$ cat src/rtl/div_8bit_seq.sv
// Sequential unsigned restoring divider: one quotient bit per clock, WIDTH steps per operation.
// A zero divisor short-circuits to quotient=all ones, remainder=dividend after a single step.
module div_8bit_seq #(
  parameter int WIDTH = 8
) (
  input  logic             clk,
  input  logic             rst,
  input  logic             start,
  input  logic [WIDTH-1:0] dividend,
  input  logic [WIDTH-1:0] divisor,
  output logic             busy,
  output logic             done,
  output logic [WIDTH-1:0] quotient,
  output logic [WIDTH-1:0] remainder,
  output logic             div_by_zero
);

  localparam int CW = (WIDTH > 1) ? $clog2(WIDTH) : 1;

  typedef enum logic [1:0] {IDLE, CALC, DONE} state_t;

  state_t           state_q;
  logic [CW-1:0]    cnt_q;
  logic [WIDTH-1:0] dvd_q;
  logic [WIDTH-1:0] dsr_q;
  logic [WIDTH-1:0] rem_q;
  logic             busy_q;
  logic             done_q;
  logic [WIDTH-1:0] quo_q;
  logic [WIDTH-1:0] remo_q;
  logic             dbz_q;

  logic [WIDTH:0]   shifted;
  logic [WIDTH+1:0] sum;
  logic             qbit;
  logic [WIDTH-1:0] rem_d;
  logic [WIDTH-1:0] dvd_d;

  // The dividend register doubles as the quotient shift register: each step
  // consumes its MSB into the partial remainder and shifts the new quotient bit in.
  always_comb begin
    shifted = {rem_q, dvd_q[WIDTH-1]};
    sum     = {1'b0, shifted} + {1'b0, ~{1'b0, dsr_q}} + {{(WIDTH+1){1'b0}}, 1'b1};
    // With no borrow the trial is below the divisor, so its top bit is always 0.
    qbit    = sum[WIDTH+1] & ~sum[WIDTH];
    rem_d   = qbit ? sum[WIDTH-1:0] : shifted[WIDTH-1:0];
    dvd_d   = {dvd_q[WIDTH-2:0], qbit};
  end

  always_ff @(posedge clk) begin
    if (rst) begin
      state_q <= IDLE;
      cnt_q   <= '0;
      dvd_q   <= '0;
      dsr_q   <= '0;
      rem_q   <= '0;
      busy_q  <= 1'b0;
      done_q  <= 1'b0;
      quo_q   <= '0;
      remo_q  <= '0;
      dbz_q   <= 1'b0;
    end else begin
      case (state_q)
        IDLE: begin
          done_q <= 1'b0;
          if (start) begin
            dvd_q   <= dividend;
            dsr_q   <= divisor;
            rem_q   <= '0;
            cnt_q   <= '0;
            busy_q  <= 1'b1;
            state_q <= CALC;
          end
        end
        CALC: begin
          if (dsr_q == '0) begin
            quo_q   <= '1;
            remo_q  <= dvd_q;
            dbz_q   <= 1'b1;
            busy_q  <= 1'b0;
            done_q  <= 1'b1;
            state_q <= DONE;
          end else begin
            rem_q <= rem_d;
            dvd_q <= dvd_d;
            cnt_q <= cnt_q + 1'b1;
            if (cnt_q == CW'(WIDTH - 1)) begin
              quo_q   <= dvd_d;
              remo_q  <= rem_d;
              dbz_q   <= 1'b0;
              busy_q  <= 1'b0;
              done_q  <= 1'b1;
              state_q <= DONE;
            end
          end
        end
        DONE: begin
          done_q  <= 1'b0;
          state_q <= IDLE;
        end
        default: begin
          busy_q  <= 1'b0;
          done_q  <= 1'b0;
          state_q <= IDLE;
        end
      endcase
    end
  end

  assign busy        = busy_q;
  assign done        = done_q;
  assign quotient    = quo_q;
  assign remainder   = remo_q;
  assign div_by_zero = dbz_q;

endmodule

$ cat config.mk
export PLATFORM = sky130hd
export DESIGN_NAME = div_8bit_seq
export DESIGN_NICKNAME = d
export VERILOG_FILES = /design/src/rtl/div_8bit_seq.sv
export SDC_FILE = /design/constraint.sdc
export NUM_CORES = 1
export LEC_CHECK = 0
export CORE_UTILIZATION = 53
export DETAILED_ROUTE_END_ITERATION = 6
export HOLD_SLACK_MARGIN = 0.1
export PLACE_DENSITY = 0.75
export SETUP_SLACK_MARGIN = 0.3
export SKIP_LAST_GASP = 1
export SYNTH_ARGS = -nofsm -noshare
export SYNTH_HDL_FRONTEND = slang
export SYNTH_SLANG_ARGS = --single-unit
$ cat constraint.sdc
create_clock -name clk -period 2.7 [get_ports clk]
set_clock_uncertainty 0.05 [all_clocks]
set_input_delay 0.27 -clock clk [delete_from_list [all_inputs] [get_ports clk]]
set_output_delay 0.27 -clock clk [all_outputs]
set_load 0.01 [all_outputs]
==> results by stage <==
Clocking:
- The H-tree depth is 2.
- In this run, CTS created clock tree buffers numbering 5.
- The insertion delay of the later-clocked pin in the worst-skew pair is 0.30 ns.
- Clock-pin slew was measured on the worst setup and hold paths at 0.09 ns.
- The clock root buffer is sky130_fd_sc_hd__clkbuf_8.
- The number of hold buffers added after cts is 0.
- The number of buffers on the longest clock path is 2.
- For this design, the sink count on the clock tree is 48.
- The TritonCTS clock tree is yes.

Setup path:
- Of all nets on the critical path, the largest fanout is 5.
- STA classifies the critical path endpoint as a flip-flop.
- The critical path is of the reg -> reg type.
- The arrival time of data at the critical path endpoint is approximately 2.5 ns.
- The launching element type of the critical path is a flip-flop.
- The critical path data required time is approximately 2.8 ns.

Layout:
- The commonest non-fill, non-tap cell in the layout is sky130_fd_sc_hd__nand2_1.
- The fill cell instance count of the final layout is 329.
- The layout overhead on the synthesized area is 28.5%.
- In the layout the commonest cells are sky130_fd_sc_hd__nand2_1 (47), sky130_fd_sc_hd__dfxtp_1 (45), sky130_fd_sc_hd__clkdlybuf4s50_1 (37).
- The number of antenna diodes in the final layout is 0.
- The number of nets in the final layout is 350.
- The share of cells above drive strength 1 is 0.162.

Pwr:
- The worst-case IR drop observed on VDD is 0.370 mV.
- The share of total power in the clock network is 0.257.
- The switching part of the total power is 0.315.
- Power spread over the standard cell area amounts to approximately 670 mW/mm2.
- Internal power comes to 1.36 mW.
- Summed over all cells, the static leakage comes to 1.12 nW.
- The switching component of the power is 0.626 mW.
- The combinational share of power is 0.334.
- Total power for the finished layout comes to 1.99 mW.
- The share of total power dissipated in sequential elements is 0.409.

Timing:
- Setup repair after global routing could not meet its margin everywhere.
- The final number of hold-violating endpoints is 0.
- Based on the critical path, the design can be clocked at up to 0.414 GHz.
- The actual transition at the worst max-transition pin is 0.735 ns.
- The final critical-path share of the clock period is 0.895.
- The number of pins exceeding their max-slew limit in the final report came to 0.
- Summed over all failing endpoints, the final setup total negative slack is 0 ns.
- The count of endpoints failing setup in the final report is 0.
- The smallest clock period supported by the final layout is computed as 2.42 ns.
- In this run the tightest slew margin relative to its limit is 0.510.

Floorplan:
- The y dimension of the die is approximately 70 um.
- The die covers 0.00466 mm2.
- The initial cell density of the core is 0.565.
- For this design the top-level I/O count stands at 38.
- The standard cell core area is between 0.004 and 0.005 mm2.
- The number of standard-cell rows in the floorplan is 23.
- The die extent in x is 68.2 um.

Detailed routing:
- The total via count after detailed routing is 2,136.
- The total iterations of the first detailed-routing run is 4.
- The routed wire length is 5.67 mm.
- The average via count per standard cell is 5.76.
- For this block, the initial DRC count from the detailed router was 137.
- The routed length per placed instance is about 15 um.
- The number of remaining DRC errors is 0.
- Once detail routing completed, the nets flagged for antenna violations numbered 0.

Synthesis:
- After synthesis, the share of flip-flops with an asynchronous set or reset is 0.
- Counting flops with a built-in enable in the synthesized netlist gives 0.
- The warning count from the yosys run is 0.
- The post-synth net total is between 300 and 400.
- By area the synthesized netlist is led by sky130_fd_sc_hd__dfxtp_1 (41%), sky130_fd_sc_hd__nand2_1 (7.6%), sky130_fd_sc_hd__ha_1 (5.4%), sky130_fd_sc_hd__a21oi_1 (4.3%), sky130_fd_sc_hd__nor2_1 (4.0%).
- The number of flip-flops and latches in the synthesized netlist is between 40 and 50.
- The post-synthesis instance total is 276.
- The synthesized netlist occupies a cell area of 0.00232 mm2.
- The post-synthesis area per instance is 8.42 um2.
- The share of synthesized area in the top cell type comes to 0.413.
- The distinct cell type count of the synthesized netlist is 47.
- The sequential element share of the synthesized area is 0.413.
- The cell type contributing the most total cell area after synthesis is sky130_fd_sc_hd__dfxtp_1.
- The most used flip-flop cell after synthesis is sky130_fd_sc_hd__dfxtp_1.

Worst hold path:
- The class of the tightest hold or removal check is reg -> reg.

Placed design:
- The count of buffers added on input and output ports is 37.
- The placed wire-length estimate after detailed placement is about 3.8 mm.
- Routability-driven placement finished with a final weighted congestion of 0.833.

Global route:
- The global-route wire length before repair is a little under 9 mm.
- In the global route stage, overall resource usage came out at 0.253.
- The maximum number of pins on one net before global-route repair is 43.
- The number of antenna violations at the first check in global routing is 0.
- The global route total overflow is 0.
- The via count of the first global-routing pass is 1,834.

Flow run:
- The max-cap violation count is 0.

Run status:
- The flow ran to the end, and the final reports show no timing, DRC or antenna violations.
-- flip-flops by register name, indices dropped and copies added, names as in the netlist --
signal       flops
cnt_q            3
done             1
dvd_q            8
state_q          2
quotient         8
remainder        8
dsr_q            8
div_by_zero      1
rem_q            8
busy             1
-- power by group through the flow --
stage               Clock (mW)  Sequential (mW)  Combinational [mW]
detailed placement           0            0.826               0.532
finish                   0.510            0.813               0.665
floorplan                    0            0.822               0.383
CTS                      0.514            0.809               0.558
global placement             0            0.825               0.529
global route             0.544            0.820               0.721
-- Yosys cell counts, types with 4 or more instances --
library cell               instances
sky130_fd_sc_hd__ha_1             10
sky130_fd_sc_hd__inv_1            12
sky130_fd_sc_hd__o21ai_0          10
sky130_fd_sc_hd__clkbuf_1          7
sky130_fd_sc_hd__nor2_1           25
sky130_fd_sc_hd__a22oi_1           8
sky130_fd_sc_hd__a311oi_1          7
sky130_fd_sc_hd__mux2i_1           8
sky130_fd_sc_hd__a21oi_1          20
sky130_fd_sc_hd__dfxtp_1          48
sky130_fd_sc_hd__nand2_1          47
sky130_fd_sc_hd__o22ai_1           8
sky130_fd_sc_hd__nor3_1           17
sky130_fd_sc_hd__xor2_1            4
-- stage by stage --
step	hold WS (ns)	std cells	utilization	area [um2]	worst slack, ns
finish	0.414	371	0.726	2990	0.284
global placement	0.392	356	0.665	2740	0.141
detailed placement	0.404	356	0.665	2740	0.0528
CTS	0.416	366	0.697	2870	0.300
global route	0.428	371	0.726	2990	0.185
floorplan	0.356	276	-	2320	0.345
-- timing repair --
action / 4_1_cts / 5_1_grt
pin swaps: 0 / 11
buffers inserted: 2 / 5
gates resized for setup: 3 / 23
setup endpoints to repair: 16 / 16
-- path summary, 6_finish.rpt --
kind              cells past startpoint  slack, ns      from  endpoint
setup / recovery                     11       0.28  dvd_q[7]  rem_q[2]
hold / removal                        2       0.41  cnt_q[2]  cnt_q[2]
setup reg to reg                     11       0.28  dvd_q[7]  rem_q[2]
hold reg to reg                       2       0.41  cnt_q[2]  cnt_q[2]
-- metal layers --
metal,routed length (um),share of wire,global-route usage,up-vias
li1,-,-,-,1054
met1,2610,0.46,0.354,1004
met2,2730,0.48,0.400,69
met3,260,0.046,0.0400,9
met4,70,0.012,0.0703,0
met5,0,0,0,-
-- layout make-up --
class	count	area, um2	area share
clock buffer	6	72.6	0.0243
clock inverter	2	35.0	0.0117
inverter	12	45.0	0.0151
multi-input combinational	203	1330	0.446
sequential	48	965	0.323
tap	50	62.6	0.0209
timing repair buffer	50	475	0.159
-- critical path: stages (launching register included) --
cell and delay (ns):
sky130_fd_sc_hd__dfxtp_2 0.34, sky130_fd_sc_hd__inv_2 0.07, sky130_fd_sc_hd__ha_4 0.13, sky130_fd_sc_hd__inv_2 0.04, sky130_fd_sc_hd__fa_2 0.41, sky130_fd_sc_hd__a211oi_2 0.26
sky130_fd_sc_hd__o211ai_1 0.13, sky130_fd_sc_hd__a21oi_1 0.15, sky130_fd_sc_hd__a41o_2 0.19, sky130_fd_sc_hd__buf_4 0.15, sky130_fd_sc_hd__mux2i_1 0.24, sky130_fd_sc_hd__o21ai_0 0.12
-- cells by family after synthesis --
logic type      share of synthesized area
compound gates                      0.193
xor+xnor                           0.0226
fa+ha+maj                          0.0624
buf+inv                            0.0484
flops                               0.413
mux                                0.0409
simple gates                        0.220
(Power assumes the default switching activity.)
